File: config.mk
export PLATFORM = sky130hd
export DESIGN_NAME = load_store_unit_flat
export DESIGN_NICKNAME = d
export VERILOG_FILES = /design/src/rtl/load_store_unit_if.sv /design/src/rtl/load_store_unit.sv /design/src/flat_wrapper.sv
export SDC_FILE = /design/constraint.sdc
export NUM_CORES = 1
export LEC_CHECK = 0
export CORE_MARGIN = 10
export CORE_UTILIZATION = 47
export CTS_CLUSTER_DIAMETER = 150
export CTS_CLUSTER_SIZE = 10
export DETAILED_ROUTE_END_ITERATION = 8
export PLACE_DENSITY_LB_ADDON = 0.2
export SYNTH_ARGS = -nofsm -noshare
export SYNTH_HDL_FRONTEND = slang
export SYNTH_SLANG_ARGS = --single-unit
File: constraint.sdc
create_clock -name clock -period 5.3 [get_ports clock]
set_input_delay 1.06 -clock clock [delete_from_list [all_inputs] [get_ports clock]]
set_output_delay 1.06 -clock clock [all_outputs]
set_load 0.005 [all_outputs]
File: src/rtl/load_store_unit_if.sv
// Request/response handshake and data_memory port bundle for load_store_unit.
// slave = the unit itself; master = pipeline plus memory environment.
interface load_store_unit_if;
   logic        req_valid;
   logic        req_ready;
   logic        req_write;
   logic [2:0]  req_funct3;
   logic [31:0] req_addr;
   logic [31:0] req_wdata;
   logic        resp_valid;
   logic [31:0] resp_rdata;
   logic        resp_fault;
   logic        mem_read;
   logic        mem_write;
   logic [31:0] mem_addr;
   logic [3:0]  mem_write_to;
   logic [31:0] mem_write_value;
   logic [31:0] mem_read_value;

   modport master (
      output req_valid, req_write, req_funct3, req_addr, req_wdata, mem_read_value,
      input  req_ready, resp_valid, resp_rdata, resp_fault,
             mem_read, mem_write, mem_addr, mem_write_to, mem_write_value
   );

   modport slave (
      input  req_valid, req_write, req_funct3, req_addr, req_wdata, mem_read_value,
      output req_ready, resp_valid, resp_rdata, resp_fault,
             mem_read, mem_write, mem_addr, mem_write_to, mem_write_value
   );
endinterface

File: src/rtl/load_store_unit.sv
// RV32 load/store sequencer in front of data_memory: one request in flight, lane
// steering and load extension. `define MISALIGNED_SPLIT_EN splits misaligned H/W into two word accesses.
module load_store_unit #(
   parameter int DATA_MEMORY_BITS = 12
) (
   input  logic              clock,
   input  logic              reset,
   load_store_unit_if.slave  bus
);

   typedef enum logic [2:0] {IDLE, ACC1, WAIT1, ACC2, WAIT2, RESP} state_t;

   state_t      r_state;
   logic        r_req_ready;
   logic        r_resp_valid;
   logic [31:0] r_resp_rdata;
   logic        r_resp_fault;
   logic        r_mem_read;
   logic        r_mem_write;
   logic [31:0] r_mem_addr;
   logic [3:0]  r_mem_write_to;
   logic [31:0] r_mem_write_value;

   logic        r_write;
   logic [2:0]  r_funct3;
   logic [1:0]  r_off;
   logic [29:0] r_word;
   logic        r_fault;
   logic        r_split;

   logic [1:0]  w_off;
   logic [29:0] w_word;
   logic        w_aligned;
   logic        w_bad_code;
   logic        w_fault;
   logic        w_split;
   logic [3:0]  w_size_mask;
   logic [3:0]  w_lanes_lo;
   logic [31:0] w_data_lo;
   logic [31:0] w_raw;
   logic [31:0] w_rdata;

   assign w_off  = bus.req_addr[1:0];
   // Bits above the data_memory decode range pass through untouched.
   assign w_word = {bus.req_addr[31:DATA_MEMORY_BITS], bus.req_addr[DATA_MEMORY_BITS-1:2]};

   assign w_bad_code = (bus.req_funct3 == 3'b011) || (bus.req_funct3[2:1] == 2'b11) ||
                       (bus.req_write && bus.req_funct3[2]);

   always_comb begin
      w_aligned   = 1'b0;
      w_size_mask = 4'b0000;
      case (bus.req_funct3[1:0])
         2'b00: begin w_aligned = 1'b1;           w_size_mask = 4'b0001; end
         2'b01: begin w_aligned = ~w_off[0];      w_size_mask = 4'b0011; end
         2'b10: begin w_aligned = (w_off == 2'b00); w_size_mask = 4'b1111; end
         default: ;
      endcase
   end

`ifdef MISALIGNED_SPLIT_EN
   logic [7:0]  w_lanes8;
   logic [63:0] w_data64;
   logic [63:0] w_pair;
   logic [3:0]  r_lanes_hi;
   logic [31:0] r_wdata_hi;
   logic [31:0] r_lo_word;

   assign w_fault    = w_bad_code;
   assign w_split    = ~w_bad_code & ~w_aligned;
   assign w_lanes8   = {4'b0000, w_size_mask} << w_off;
   assign w_data64   = {32'h0, bus.req_wdata} << {w_off, 3'b000};
   assign w_lanes_lo = w_lanes8[3:0];
   assign w_data_lo  = w_data64[31:0];
   // Split loads concatenate the two words low-address-first before the lane shift.
   assign w_pair     = r_split ? {bus.mem_read_value, r_lo_word} : {32'h0, bus.mem_read_value};
   assign w_raw      = w_pair[{r_off, 3'b000} +: 32];
`else
   assign w_fault    = w_bad_code | ~w_aligned;
   assign w_split    = 1'b0;
   assign w_lanes_lo = w_size_mask << w_off;
   assign w_data_lo  = bus.req_wdata << {w_off, 3'b000};
   assign w_raw      = bus.mem_read_value >> {r_off, 3'b000};
`endif

   always_comb begin
      case (r_funct3)
         3'b000:  w_rdata = {{24{w_raw[7]}}, w_raw[7:0]};
         3'b001:  w_rdata = {{16{w_raw[15]}}, w_raw[15:0]};
         3'b100:  w_rdata = {24'h0, w_raw[7:0]};
         3'b101:  w_rdata = {16'h0, w_raw[15:0]};
         default: w_rdata = w_raw;
      endcase
   end

   // NOTE: all state updates use non-blocking assignments so every register samples pre-edge values.
   always_ff @(posedge clock) begin
      if (reset) begin
         r_state           <= IDLE;
         r_req_ready       <= 1'b1;
         r_resp_valid      <= 1'b0;
         r_resp_rdata      <= 32'h0;
         r_resp_fault      <= 1'b0;
         r_mem_read        <= 1'b0;
         r_mem_write       <= 1'b0;
         r_mem_addr        <= 32'h0;
         r_mem_write_to    <= 4'h0;
         r_mem_write_value <= 32'h0;
         r_write           <= 1'b0;
         r_funct3          <= 3'b000;
         r_off             <= 2'b00;
         r_word            <= 30'h0;
         r_fault           <= 1'b0;
         r_split           <= 1'b0;
`ifdef MISALIGNED_SPLIT_EN
         r_lanes_hi        <= 4'h0;
         r_wdata_hi        <= 32'h0;
         r_lo_word         <= 32'h0;
`endif
      end else begin
         r_mem_read  <= 1'b0;
         r_mem_write <= 1'b0;
         case (r_state)
            IDLE: begin
               if (bus.req_valid) begin
                  r_write     <= bus.req_write;
                  r_funct3    <= bus.req_funct3;
                  r_off       <= w_off;
                  r_word      <= w_word;
                  r_fault     <= w_fault;
                  r_split     <= w_split;
`ifdef MISALIGNED_SPLIT_EN
                  r_lanes_hi  <= w_lanes8[7:4];
                  r_wdata_hi  <= w_data64[63:32];
`endif
                  r_req_ready <= 1'b0;
                  r_state     <= ACC1;
                  if (!w_fault) begin
                     r_mem_read        <= ~bus.req_write;
                     r_mem_write       <= bus.req_write;
                     r_mem_addr        <= {w_word, 2'b00};
                     r_mem_write_to    <= bus.req_write ? w_lanes_lo : 4'h0;
                     r_mem_write_value <= bus.req_write ? w_data_lo : 32'h0;
                  end
               end
            end
            ACC1: begin
               if (r_fault || (r_write && !r_split)) begin
                  r_resp_valid <= 1'b1;
                  r_resp_fault <= r_fault;
                  r_state      <= RESP;
               end else begin
                  r_state <= WAIT1;
               end
            end
            WAIT1: begin
`ifdef MISALIGNED_SPLIT_EN
               if (r_split) begin
                  r_mem_addr <= {r_word + 30'd1, 2'b00};
                  if (r_write) begin
                     r_mem_write       <= 1'b1;
                     r_mem_write_to    <= r_lanes_hi;
                     r_mem_write_value <= r_wdata_hi;
                  end else begin
                     r_mem_read <= 1'b1;
                     r_lo_word  <= bus.mem_read_value;
                  end
                  r_state <= ACC2;
               end else
`endif
               begin
                  r_resp_valid <= 1'b1;
                  r_resp_rdata <= w_rdata;
                  r_state      <= RESP;
               end
            end
            ACC2: begin
               if (r_write) begin
                  r_resp_valid <= 1'b1;
                  r_state      <= RESP;
               end else begin
                  r_state <= WAIT2;
               end
            end
            WAIT2: begin
               r_resp_valid <= 1'b1;
               r_resp_rdata <= w_rdata;
               r_state      <= RESP;
            end
            RESP: begin
               r_resp_valid <= 1'b0;
               r_resp_rdata <= 32'h0;
               r_resp_fault <= 1'b0;
               r_req_ready  <= 1'b1;
               r_state      <= IDLE;
            end
            default: r_state <= IDLE;
         endcase
      end
   end

   assign bus.req_ready       = r_req_ready;
   assign bus.resp_valid      = r_resp_valid;
   assign bus.resp_rdata      = r_resp_rdata;
   assign bus.resp_fault      = r_resp_fault;
   assign bus.mem_read        = r_mem_read;
   assign bus.mem_write       = r_mem_write;
   assign bus.mem_addr        = r_mem_addr;
   assign bus.mem_write_to    = r_mem_write_to;
   assign bus.mem_write_value = r_mem_write_value;

endmodule

File: src/flat_wrapper.sv
// flat-port wrapper written by rule: the top's interface ports become plain ports
module load_store_unit_flat 
#(
   parameter int DATA_MEMORY_BITS = 12
)
  (clock, reset, bus_req_valid, bus_req_write, bus_req_funct3, bus_req_addr, bus_req_wdata, bus_mem_read_value, bus_req_ready, bus_resp_valid, bus_resp_rdata, bus_resp_fault, bus_mem_read, bus_mem_write, bus_mem_addr, bus_mem_write_to, bus_mem_write_value);
  load_store_unit_if bus_i ();
  input  logic clock;
  input  logic reset;
  input wire logic [$bits(bus_i.req_valid)-1:0] bus_req_valid;
  input wire logic [$bits(bus_i.req_write)-1:0] bus_req_write;
  input wire logic [$bits(bus_i.req_funct3)-1:0] bus_req_funct3;
  input wire logic [$bits(bus_i.req_addr)-1:0] bus_req_addr;
  input wire logic [$bits(bus_i.req_wdata)-1:0] bus_req_wdata;
  input wire logic [$bits(bus_i.mem_read_value)-1:0] bus_mem_read_value;
  output wire logic [$bits(bus_i.req_ready)-1:0] bus_req_ready;
  output wire logic [$bits(bus_i.resp_valid)-1:0] bus_resp_valid;
  output wire logic [$bits(bus_i.resp_rdata)-1:0] bus_resp_rdata;
  output wire logic [$bits(bus_i.resp_fault)-1:0] bus_resp_fault;
  output wire logic [$bits(bus_i.mem_read)-1:0] bus_mem_read;
  output wire logic [$bits(bus_i.mem_write)-1:0] bus_mem_write;
  output wire logic [$bits(bus_i.mem_addr)-1:0] bus_mem_addr;
  output wire logic [$bits(bus_i.mem_write_to)-1:0] bus_mem_write_to;
  output wire logic [$bits(bus_i.mem_write_value)-1:0] bus_mem_write_value;
  assign bus_i.req_valid = bus_req_valid;
  assign bus_i.req_write = bus_req_write;
  assign bus_i.req_funct3 = bus_req_funct3;
  assign bus_i.req_addr = bus_req_addr;
  assign bus_i.req_wdata = bus_req_wdata;
  assign bus_i.mem_read_value = bus_mem_read_value;
  assign bus_req_ready = bus_i.req_ready;
  assign bus_resp_valid = bus_i.resp_valid;
  assign bus_resp_rdata = bus_i.resp_rdata;
  assign bus_resp_fault = bus_i.resp_fault;
  assign bus_mem_read = bus_i.mem_read;
  assign bus_mem_write = bus_i.mem_write;
  assign bus_mem_addr = bus_i.mem_addr;
  assign bus_mem_write_to = bus_i.mem_write_to;
  assign bus_mem_write_value = bus_i.mem_write_value;
  load_store_unit #(.DATA_MEMORY_BITS(DATA_MEMORY_BITS)) u_core (.clock(clock), .reset(reset), .bus(bus_i));
endmodule
; Word-level counts from Yosys, hierarchy flattened
; Cells that the tools add are included.
[op_classes]
eq_ne = 15
n_reduce_logical = 19
n_shift = 3
bitwise_logic = 7
mux = 17
[op_table]
columns = cell, count
row1 = $pmux W32 S4, 1
row2 = $pmux W32 S2, 1
row3 = $mux W32, 1
row4 = $shl A32 B5 Y32, 1
row5 = $shr A32 B5 Y32, 1
row6 = $eq A3 B3 Y1 const B, 4
row7 = $pmux W3 S4, 1
row8 = $pmux W4 S3, 1
row9 = $eq A3 B2 Y1 const B, 3
row10 = $eq A3 B1 Y1 const B, 2
row11 = $logic_not A3 Y1, 2
row12 = $mux W3, 2
row13 = $not A1 Y1, 6
row14 = $reduce_and A2 Y1, 3
row15 = $reduce_and A3 Y1, 2
row16 = $reduce_bool A2 Y1, 3
row17 = $mux W1, 5
row18 = $eq A2 B2 Y1 const B, 2
row19 = $logic_not A2 Y1, 2
row20 = $mux W4, 1
row21 = $ne A2 B1 Y1 const B, 2
row22 = $pmux W1 S2, 2
row23 = $pmux W1 S4, 1
row24 = $reduce_bool A4 Y1, 1
row25 = other kinds (9), 11
[totals]
ff_bits = 113
output_inout_bits = 105
input_bits = 103
wordCells = 75

; Logic depth before layout (Yosys ltp)
; Gate-level depths: netlist of run 1.
[depth]
depth_word = 6
mapped_depth = 8
ltp_nobuf = 6

; Least setup slack after synthesis of run 1
; No wires, ideal clock.
[synth_path]
path_kind = in2reg
startpoint = input bus_req_funct3[0]
endpoint = register u_core.r_mem_write_value[10], in the netlist u_core.bus.mem_write_value[10]
t_arrival_ps = 2482
path_slack_ps = 2742
required_ps = 5224
cell_stages = 8
n_path_buf = 2
setup_ps = 76
cell_sequence = inv_1 -> ha_1 -> nor3b_1 -> or3_1 -> a21oi_2 -> buf_6 -> buf_2 -> o2bb2ai_1
[synth_via]
elab_chain_cells = 6
elab_cells_between_ends = 11
cone_classes = eq/ne: 3 / mux: 1 / bitwise: 3 / reduce/logical: 4
[synth_lines]
columns = element, line
row1 = start: declaration, flat_wrapper.sv:12  ; input wire logic [$bits(bus_i.req_funct3)-1:0] bus_req_funct3;
row2 = "$eq A2 B2 Y1, or another cell as far along", load_store_unit.sv:53  ; case (bus.req_funct3[1:0])
row3 = $pmux W1 S3 / $logic_or A1 B1 Y1 (equally long branches), "load_store_unit.sv:53, load_store_unit.sv:47"
row4 = $not A1 Y1 / $logic_or A1 B1 Y1 (equally long branches), "load_store_unit.sv:79, load_store_unit.sv:47"
row5 = $or A1 B1 Y1 *, load_store_unit.sv:79  ; assign w_fault = w_bad_code | ~w_aligned;
row6 = $not A1 Y1 (no source line) *, n/a
row7 = $reduce_and A3 Y1 (no source line) *, n/a
row8 = end signal: assignment, load_store_unit.sv:143  ; r_mem_write_value <= bus.req_write ? w_data_lo : 32'h0;
row9 = end: declaration, load_store_unit.sv:22  ; logic [31:0] r_mem_write_value;
; Mark *: on every way between the ends. The rest lies on a longest branch, timed or not.
; A chain may end at the register's enable or synchronous reset.

; Worst setup path in the final report of run 1
[layout_path]
startpoint = input bus_req_funct3[0]
endpoint = register u_core.r_mem_addr[15], in the netlist u_core.bus.mem_addr[15]
[layout_via]
elab_chain_cells = 6
elab_cells_between_ends = 11
cone_classes = eq/ne: 3 / mux: 1 / bitwise: 3 / reduce/logical: 4
[layout_lines]
columns = element, line
row1 = "$eq A2 B2 Y1, or another cell as far along", load_store_unit.sv:53
row2 = $pmux W1 S3 / $logic_or A1 B1 Y1 (equally long branches), "load_store_unit.sv:53, load_store_unit.sv:47"
row3 = $not A1 Y1 / $logic_or A1 B1 Y1 (equally long branches), "load_store_unit.sv:79, load_store_unit.sv:47"
row4 = $or A1 B1 Y1 *, load_store_unit.sv:79
row5 = $not A1 Y1 (no source line) *, n/a
row6 = $reduce_and A3 Y1 (no source line) *, n/a
row7 = end signal: assignment, load_store_unit.sv:141  ; r_mem_addr <= {w_word, 2'b00};
row8 = end: declaration, load_store_unit.sv:20  ; logic [31:0] r_mem_addr;
; Marked as above.

==> Flow_metrics.wiki, run 1 <==
{| class="wikitable"
! Metric !! Value
|-
| Most area-consuming cells after synthesis || sky130_fd_sc_hd__dfxtp_1 (44%), sky130_fd_sc_hd__mux2i_1 (9.3%), sky130_fd_sc_hd__a22o_1 (6.5%), sky130_fd_sc_hd__o2bb2ai_1 (6.0%), sky130_fd_sc_hd__a21oi_1 (4.2%)
|-
| CORE AREA || 10800 um2
|-
| RSZ-0062 raised after global routing || no
|-
| Top cells by count, synth || sky130_fd_sc_hd__dfxtp_1 (113), sky130_fd_sc_hd__mux2i_1 (48), sky130_fd_sc_hd__a21oi_1 (43)
|-
| Max_cap viols || 0
|-
| Chip Height || 125 um
|-
| Classification of the worst-slack hold path || register to register
|-
| Multi-input gate area || 2600 um2
|-
| Sw Share || 0.292
|-
| Area after DPL || 7210 um2
|-
| Number of antenna violations at the first check in global routing || 0
|-
| Critical Path AT || 3.56 ns
|-
| Post-layout min period || 3.12 ns
|-
| Tot GR Track Use || 0.207
|-
| Max Clk Rate || 0.321 GHz
|-
| Per-cell via count in the routed design || 5.60
|-
| Worst ir drop on vdd || 0.219 mV
|-
| Quantity of hold-fixing buffers added after cts || 0
|-
| Relative area change from synthesis to final layout || 51.0%
|-
| Category of the critical setup timing path || input port to register
|-
| Residual antenna-violating net count after detailed routing || 0
|-
| Final layout net count || 825
|-
| Effective utilization at floorplan || 0.477
|-
| Pin count of the biggest net entering global routing || 68
|-
| Tcrit/Tclk final || 0.588
|-
| TritonCTS clock tree || yes
|-
| Most used flip-flop cell after synthesis || sky130_fd_sc_hd__dfxtp_1
|-
| Count of final max-slew check failures || 0
|-
| Placer's final routability congestion estimate || 0.890
|-
| Post-route DRC || 0
|-
| Leakage power figure || 2.92 nW
|-
| Total iterations of the first detailed-routing run || 5
|-
| Detailed placer's ending HPWL || 12300 um
|-
| Number of placed instances, taps included || 838
|-
| Flip-flop and latch count after synthesis || 113
|-
| Post-Synthesis Mean Instance Area || 9.66 um2
|-
| Post-synthesis cell count || 533
|-
| Clk pwr share || 0.400
|-
| Total number of vias || 4872
|-
| Proportion of synthesized chip area in sequential cells || 0.439
|-
| Total of warnings raised by yosys || 0
|-
| Maximum clock insertion buffer count || 2
|-
| Initial DRC Count || 355
|-
| Resized cells post-CTS || 0
|-
| Startpoint type of the worst setup path || input port
|-
| Share of power burned in registers || 0.374
|-
| Number of inserted diodes || 0
|-
| Req. time, crit path || 5.74 ns
|-
| Final routed wire length divided by cell count || 19.3 um
|-
| Max_slew headroom || 0.217
|-
| Number of clock sinks || 113
|-
| Number of buffers created by CTS || 17
|-
| Critical path peak fanout || 67
|-
| Clock insertion delay at the later pin of the skew report || 0.51 ns
|-
| Number of unique standard cell types used by synthesis || 52
|-
| Wire length of the first global-routing pass || 26900 um
|-
| Crit end category || register
|-
| Total Die Area || 15500 um2
|-
| Outcome || complete, no violations
|-
| Power Internal || 1.88 mW
|-
| Share of layout cells above drive strength 1 || 0.0877
|-
| Fill count || 799
|-
| Clock Pin Slew Worst Setup and Hold Paths || 0.06 ns
|-
| Number of standard cells in the layout, taps in and fillers out || 870
|-
| Sequential cell area in the final layout || 2260 um2
|-
| Total of buffers placed on input and output ports || 205
|-
| Count of standard-cell rows || 38
|-
| Async set or reset register ratio after synthesis || 0
|-
| Number of buffers added for setup after CTS || 0
|-
| Final hold violation count || 0
|-
| Net switching power of the design || 0.775 mW
|-
| Endpoints failing setup || 0
|-
| Setup total negative slack || 0 ns
|-
| Clock Tree Root || sky130_fd_sc_hd__clkbuf_8
|-
| Final Skew || 0.00899 ns
|-
| Via count of the first global-routing pass || 5034
|-
| Horizontal extent of the die || 125 um
|-
| Mapped cell area || 5150 um2
|-
| Overall overflow remaining after global route || 0
|-
| Area share of the largest cell type after synthesis || 0.439
|-
| Ratio of total power to cell area || 341 nW/um2
|-
| Combinational cell fraction of total power || 0.225
|-
| Most frequently used cell type in the post-synthesis netlist || sky130_fd_sc_hd__dfxtp_1
|-
| CTS H-tree lvls || 4
|-
| Leading area contributor after synthesis || sky130_fd_sc_hd__dfxtp_1
|-
| Final Instance Area || 7780 um2
|-
| Total Wirelength || 16800 um
|-
| Slew at the pin with the worst max-slew slack || 1.17 ns
|-
| EDFF count, synth || 0
|-
| I/O pin count || 208
|}
cell usage in the layout, fill, tap and decap left out, drive strengths merged, types with 7 or more instances in the layout:
cell           synthesis  layout
clkdlybuf4s50          0     204
dfxtp                113     113
mux2i                 48      48
a21oi                 44      44
a22o                  38      38
o2bb2ai               35      35
nand2                 31      31
o21ai                 29      29
inv                   23      29
nor2                  21      21
clkbuf                17      17
a22oi                 16      16
o211ai                14      14
mux2                  11      11
a211oi                 9       9
nand3b                 9       9
nor2b                  7       7
buf                   30       7
metrics by stage:
stage	setup WS [ns]	hold slack, ns	utilization	power [mW]
2_1_floorplan	2.74	0.451	-	1.31
3_3_place_gp	1.78	0.436	0.668	1.59
3_5_place_dp	1.70	0.445	0.668	1.60
4_1_cts	2.22	0.461	0.720	2.67
5_1_grt	2.06	0.480	0.721	2.78
6_report	2.18	0.459	0.721	2.65
cell type report:
class,instances,area share
clock buffers,17,0.0532
clock inverters,15,0.0191
inverters,23,0.0111
multi-input cells,351,0.334
flip-flops and latches,113,0.291
well taps,140,0.0225
repair buffers,211,0.269
worst paths after layout:
| check | start | end | slack [ns] | cells after the start |
|---|---|---|---|---|
| max | bus_req_funct3[0] | u_core.bus.mem_addr[15] | 2.18 | 8 |
| min reg2reg | u_core.bus.mem_write_to[0] | u_core.bus.mem_write_to[0] | 0.46 | 1 |
| min | u_core.bus.mem_write_to[0] | u_core.bus.mem_write_to[0] | 0.46 | 1 |
| max reg2reg | u_core.r_state[1] | u_core.bus.mem_addr[15] | 2.77 | 4 |
power by group through the flow:
stage	logic (mW)	registers [mW]	clock network, mW
floorplan	0.319	0.994	0
global placement	0.581	1.01	0
detailed placement	0.596	1.01	0
CTS	0.601	0.991	1.08
global route	0.655	1.00	1.12
finish	0.598	0.993	1.06
worst max-delay path, stage by stage:
cell,delay [ns]
sky130_fd_sc_hd__clkdlybuf4s50_1,0.54
sky130_fd_sc_hd__inv_1,0.10
sky130_fd_sc_hd__ha_1,0.19
sky130_fd_sc_hd__nor3b_1,0.14
sky130_fd_sc_hd__or3_1,0.50
sky130_fd_sc_hd__a21oi_4,0.15
sky130_fd_sc_hd__buf_4,0.58
sky130_fd_sc_hd__a22o_1,0.26
layer usage:
layer  share of wire  up-vias  GRT usage
li1                -     2350          -
met5               0        -          0
met3           0.098       19     0.0974
met4           0.019        0     0.0699
met2            0.48      204      0.330
met1            0.41     2299      0.239
sequential cells by signal, indices dropped and copies added, names as in the netlist:
register	count
u_core.bus.mem_addr	30
u_core.bus.mem_read	1
u_core.bus.mem_write	1
u_core.bus.mem_write_to	4
u_core.bus.mem_write_value	32
u_core.bus.req_ready	1
u_core.bus.resp_fault	1
u_core.bus.resp_rdata	32
u_core.bus.resp_valid	1
u_core.r_fault	1
u_core.r_funct3	3
u_core.r_off	2
u_core.r_state	3
u_core.r_write	1
cell families (layout without fill, tap and decap cells):
logic type / after synthesis / count (layout) / synth area share
AND/OR/NAND/NOR: 89 / 89 / 0.0957
adder cells (fa/ha/maj): 5 / 5 / 0.0121
AO/OA/AOI/OAI: 194 / 194 / 0.269
multiplexers: 60 / 60 / 0.122
buffers and inverters: 70 / 266 / 0.0602
other: 1 / 2 / 0.000728
flip-flops: 113 / 113 / 0.439
XOR/XNOR: 1 / 1 / 0.00170
Note: power is estimated with default switching activity, not from simulation.
==> run 2, diff against run 1 <==
--- a/config.mk
+++ b/config.mk
@@ -6,7 +6,7 @@
 export NUM_CORES = 1
 export LEC_CHECK = 0
 export CORE_MARGIN = 10
-export CORE_UTILIZATION = 47
+export CORE_UTILIZATION = 39
 export CTS_CLUSTER_DIAMETER = 150
 export CTS_CLUSTER_SIZE = 10
 export DETAILED_ROUTE_END_ITERATION = 8
==> constraint.sdc (replaced) <==
create_clock -name clock -period 2.6 [get_ports clock]
set_input_delay 0.52 -clock clock [delete_from_list [all_inputs] [get_ports clock]]
set_output_delay 0.52 -clock clock [all_outputs]
set_load 0.005 [all_outputs]
==> run 2 against run 1 <==
  * Count of clock-buffer cells in the layout grew 3
  * Worst setup slack lost 1.8 ns
  * Critical path depth is the same
  * Sequential share of layout area shrank 0.92 points
  * Utilization shrank 9.2 points
  * Sequential power grew 100%
  * Via count shrank 0.68%
  * First-iteration DRC count shrank 18%
  * Combinational power grew 110%
  * Clock skew shrank 0.0030 ns
  * Clock power grew 130%
==> Flow_metrics.wiki, run 2 (synthesis gave the netlist of run 1 again) <==
{| class="wikitable"
! Metric !! Value
|-
| Outcome || complete, no violations
|-
| Category of the critical setup timing path || input port to register
|-
| Clock Tree Root || sky130_fd_sc_hd__clkbuf_16
|-
| CTS H-tree lvls || 4 (unchanged)
|-
| Chip Height || 135 um (+8.2%)
|-
| Sw Share || 0.273 (-0.0193)
|-
| Number of buffers added for setup after CTS || 0 (unchanged)
|-
| Max Clk Rate || 0.448 GHz
|-
| Placer's final routability congestion estimate || 0.832 (-6.5%)
|-
| Effective utilization at floorplan || 0.403 (-0.0740)
|-
| Total Wirelength || 18100 um (+7.9%)
|-
| Tot GR Track Use || 0.194 (-0.0131)
|-
| Number of inserted diodes || 0 (unchanged)
|-
| Delay of the slowest cell on the worst path || 0.48 ns (-0.10 ns)
|-
| Net switching power of the design || 1.55 mW (+100%)
|-
| Req. time, crit path || 2.95 ns (-2.79 ns)
|-
| Final routed wire length divided by cell count || 19.7 um (+2.1%)
|-
| Total iterations of the first detailed-routing run || 4 (-1)
|-
| Wire length of the first global-routing pass || 28300 um (+5.2%)
|-
| Clk pwr share || 0.424 (+0.024)
|-
| Horizontal extent of the die || 135 um (+8.2%)
|-
| Total number of vias || 4839 (-0.68%)
|-
| Slack of the worst reg-to-reg path || 0.60 ns (-2.17 ns)
|-
| R2r endpoint || u_core.bus.mem_write_value[0]
|-
| Commonest cells after routing, fill and taps aside || sky130_fd_sc_hd__clkdlybuf4s50_1 (204), sky130_fd_sc_hd__dfxtp_1 (113), sky130_fd_sc_hd__mux2i_1 (48)
|-
| Number of buffers created by CTS || 17 (unchanged)
|-
| Origin of the critical flop-to-flop path || u_core.r_state[0]
|-
| Initial DRC Count || 291 (-18%)
|-
| Worst hold slack || 0.462 ns (+0.00334 ns)
|-
| Final Skew || 0.00595 ns (-0.00304 ns)
|-
| Clock insertion delay at the later pin of the skew report || 0.41 ns (-0.10 ns)
|-
| Quantity of hold-fixing buffers added after cts || 0 (unchanged)
|-
| Power Internal || 4.14 mW (+120%)
|-
| Critical path peak fanout || 48 (-28%)
|-
| Total Die Area || 18200 um2 (+17%)
|-
| Max_slew headroom || 0.530 (+0.312)
|-
| Sequential cell area in the final layout || 2260 um2 (unchanged)
|-
| Crit end category || register
|-
| Relative area change from synthesis to final layout || 55.9%
|-
| Slew at the pin with the worst max-slew slack || 0.704 ns (-0.469 ns)
|-
| Max stage delay cell, worst path || sky130_fd_sc_hd__clkdlybuf4s50_1
|-
| Number of cells traversed by the worst register-to-register path || 5 (+1)
|-
| Number of antenna violations at the first check in global routing || 0 (unchanged)
|-
| Cell breakdown of the critical path || clkdlybuf4s50_1 -> inv_1 -> ha_1 -> nor3b_1 -> or3_1 -> a21oi_4 -> buf_12 -> a22o_1
|-
| Endpoints failing setup || 0 (unchanged)
|-
| Critical Path AT || 2.59 ns (-0.97 ns)
|-
| Count of final max-slew check failures || 0 (unchanged)
|-
| Number of standard cells in the layout, taps in and fillers out || 919 (+5.6%)
|-
| Residual antenna-violating net count after detailed routing || 0 (unchanged)
|-
| Number of placed instances, taps included || 887 (+5.8%)
|-
| Combinational cell fraction of total power || 0.221 (-0.004)
|-
| Ratio of total power to cell area || 710 nW/um2 (+110%)
|-
| Fill count || 1061 (+33%)
|-
| Clock Pin Slew Worst Setup and Hold Paths || 0.05 ns (about the same)
|-
| Total of buffers placed on input and output ports || 205 (unchanged)
|-
| Share of layout cells above drive strength 1 || 0.107 (+0.0194)
|-
| Final layout net count || 842 (+2.1%)
|-
| Final hold violation count || 0 (unchanged)
|-
| Worst ir drop on vdd || 0.642 mV (+190%)
|-
| Number of cells on the worst hold path || 1 (unchanged)
|-
| Leakage power figure || 3.03 nW (+3.7%)
|-
| Per-cell via count in the routed design || 5.27 (-6.0%)
|-
| I/O pin count || 208 (unchanged)
|-
| Timing endpoint of the critical path || u_core.bus.mem_write_value[0]
|-
| Share of power burned in registers || 0.355 (-0.019)
|-
| Maximum clock insertion buffer count || 2 (unchanged)
|-
| RSZ-0062 raised after global routing || no
|-
| Tcrit/Tclk final || 0.859
|-
| Startpoint type of the worst setup path || input port
|-
| Critical path origin || bus_req_funct3[0]
|-
| Resized cells post-CTS || 0 (unchanged)
|-
| TritonCTS clock tree || yes
|-
| Number of clock sinks || 113 (unchanged)
|-
| Multi-input gate area || 2600 um2 (about the same)
|-
| Post-layout min period || 2.23 ns
|-
| Detailed placer's ending HPWL || 13400 um (+8.8%)
|-
| Overall overflow remaining after global route || 0 (unchanged)
|-
| Most common library cell in the layout ignoring fill and taps || sky130_fd_sc_hd__clkdlybuf4s50_1
|-
| Count of standard-cell rows || 41 (+7.9%)
|-
| Pin count of the biggest net entering global routing || 49 (-28%)
|-
| CORE AREA || 12800 um2 (+18%)
|-
| Classification of the worst-slack hold path || register to register
|-
| Via count of the first global-routing pass || 5043 (+0.18%)
|-
| Post-route DRC || 0 (unchanged)
|-
| Max_cap viols || 0 (unchanged)
|}
run 2: changes by cell type in the layout (fill, tap and decap cells not counted), moves of 2 or more:
cell and delta:
sky130_fd_sc_hd__inv_6 -5, sky130_fd_sc_hd__bufinv_16 +2, sky130_fd_sc_hd__buf_4 +15, sky130_fd_sc_hd__buf_12 +2, sky130_fd_sc_hd__clkinvlp_4 +4, sky130_fd_sc_hd__clkinv_4 -3
sky130_fd_sc_hd__clkbuf_8 +2
run 2: area by class of cell:
class                   count  share of cell area
repair buffers            228               0.280
clock inverters            12              0.0196
clock buffers              20              0.0581
well taps                 172              0.0268
inverters                  23              0.0108
multi-input cells         351               0.323
flip-flops and latches    113               0.282
run 2: how the worst min path moves through the flow:
stage | startpoint | endpoint
2_1_floorplan | u_core.bus.mem_write_to[0] | u_core.bus.mem_write_to[0]
3_3_place_gp | u_core.bus.mem_write_to[0] | u_core.bus.mem_write_to[0]
3_5_place_dp | u_core.bus.mem_write_to[0] | u_core.bus.mem_write_to[0]
4_1_cts | u_core.bus.mem_write_value[27] | u_core.bus.mem_write_value[27]
5_1_grt | u_core.bus.mem_write_value[27] | u_core.bus.mem_write_value[27]
6_report | u_core.bus.mem_write_value[27] | u_core.bus.mem_write_value[27]
run 2: through the flow:
| step | utilization | worst slack [ns] | setup TNS, ns | power, mW | instance area [um2] |
|---|---|---|---|---|---|
| after CTS | 0.628 | 0.211 | 0 | 5.74 | 8030 |
| final | 0.629 | 0.366 | 0 | 5.70 | 8030 |
| after floorplan | - | 0.582 | 0 | 2.68 | 5150 |
| after global routing | 0.629 | 0.272 | 0 | 5.95 | 8030 |
| after global placement | 0.579 | -0.115 | -3.39 | 3.30 | 7400 |
| after detailed placement | 0.579 | -0.221 | -6.39 | 3.32 | 7400 |
run 2: power groups by stage:
stage	Clock, mW	Combinational (mW)	Sequential (mW)
5_1_grt	2.52	1.39	2.04
2_1_floorplan	0	0.650	2.03
3_3_place_gp	0	1.24	2.05
6_report	2.42	1.26	2.02
3_5_place_dp	0	1.26	2.05
4_1_cts	2.45	1.27	2.02
run 2: metal layers:
layer,track usage,up-vias,wire [um]
li1,-,2376,-
met1,0.234,2269,7790
met2,0.308,176,8480
met3,0.0805,18,1600
met4,0.0568,0,222
met5,0,-,0
run 2: critical path, delay by kind of cell:
family | cells | cell delay [ns]
buffers and inverters | 3 | 0.82
AND/OR/NAND/NOR | 2 | 0.58
AO/OA/AOI/OAI | 2 | 0.43
adder cells (fa/ha/maj) | 1 | 0.20
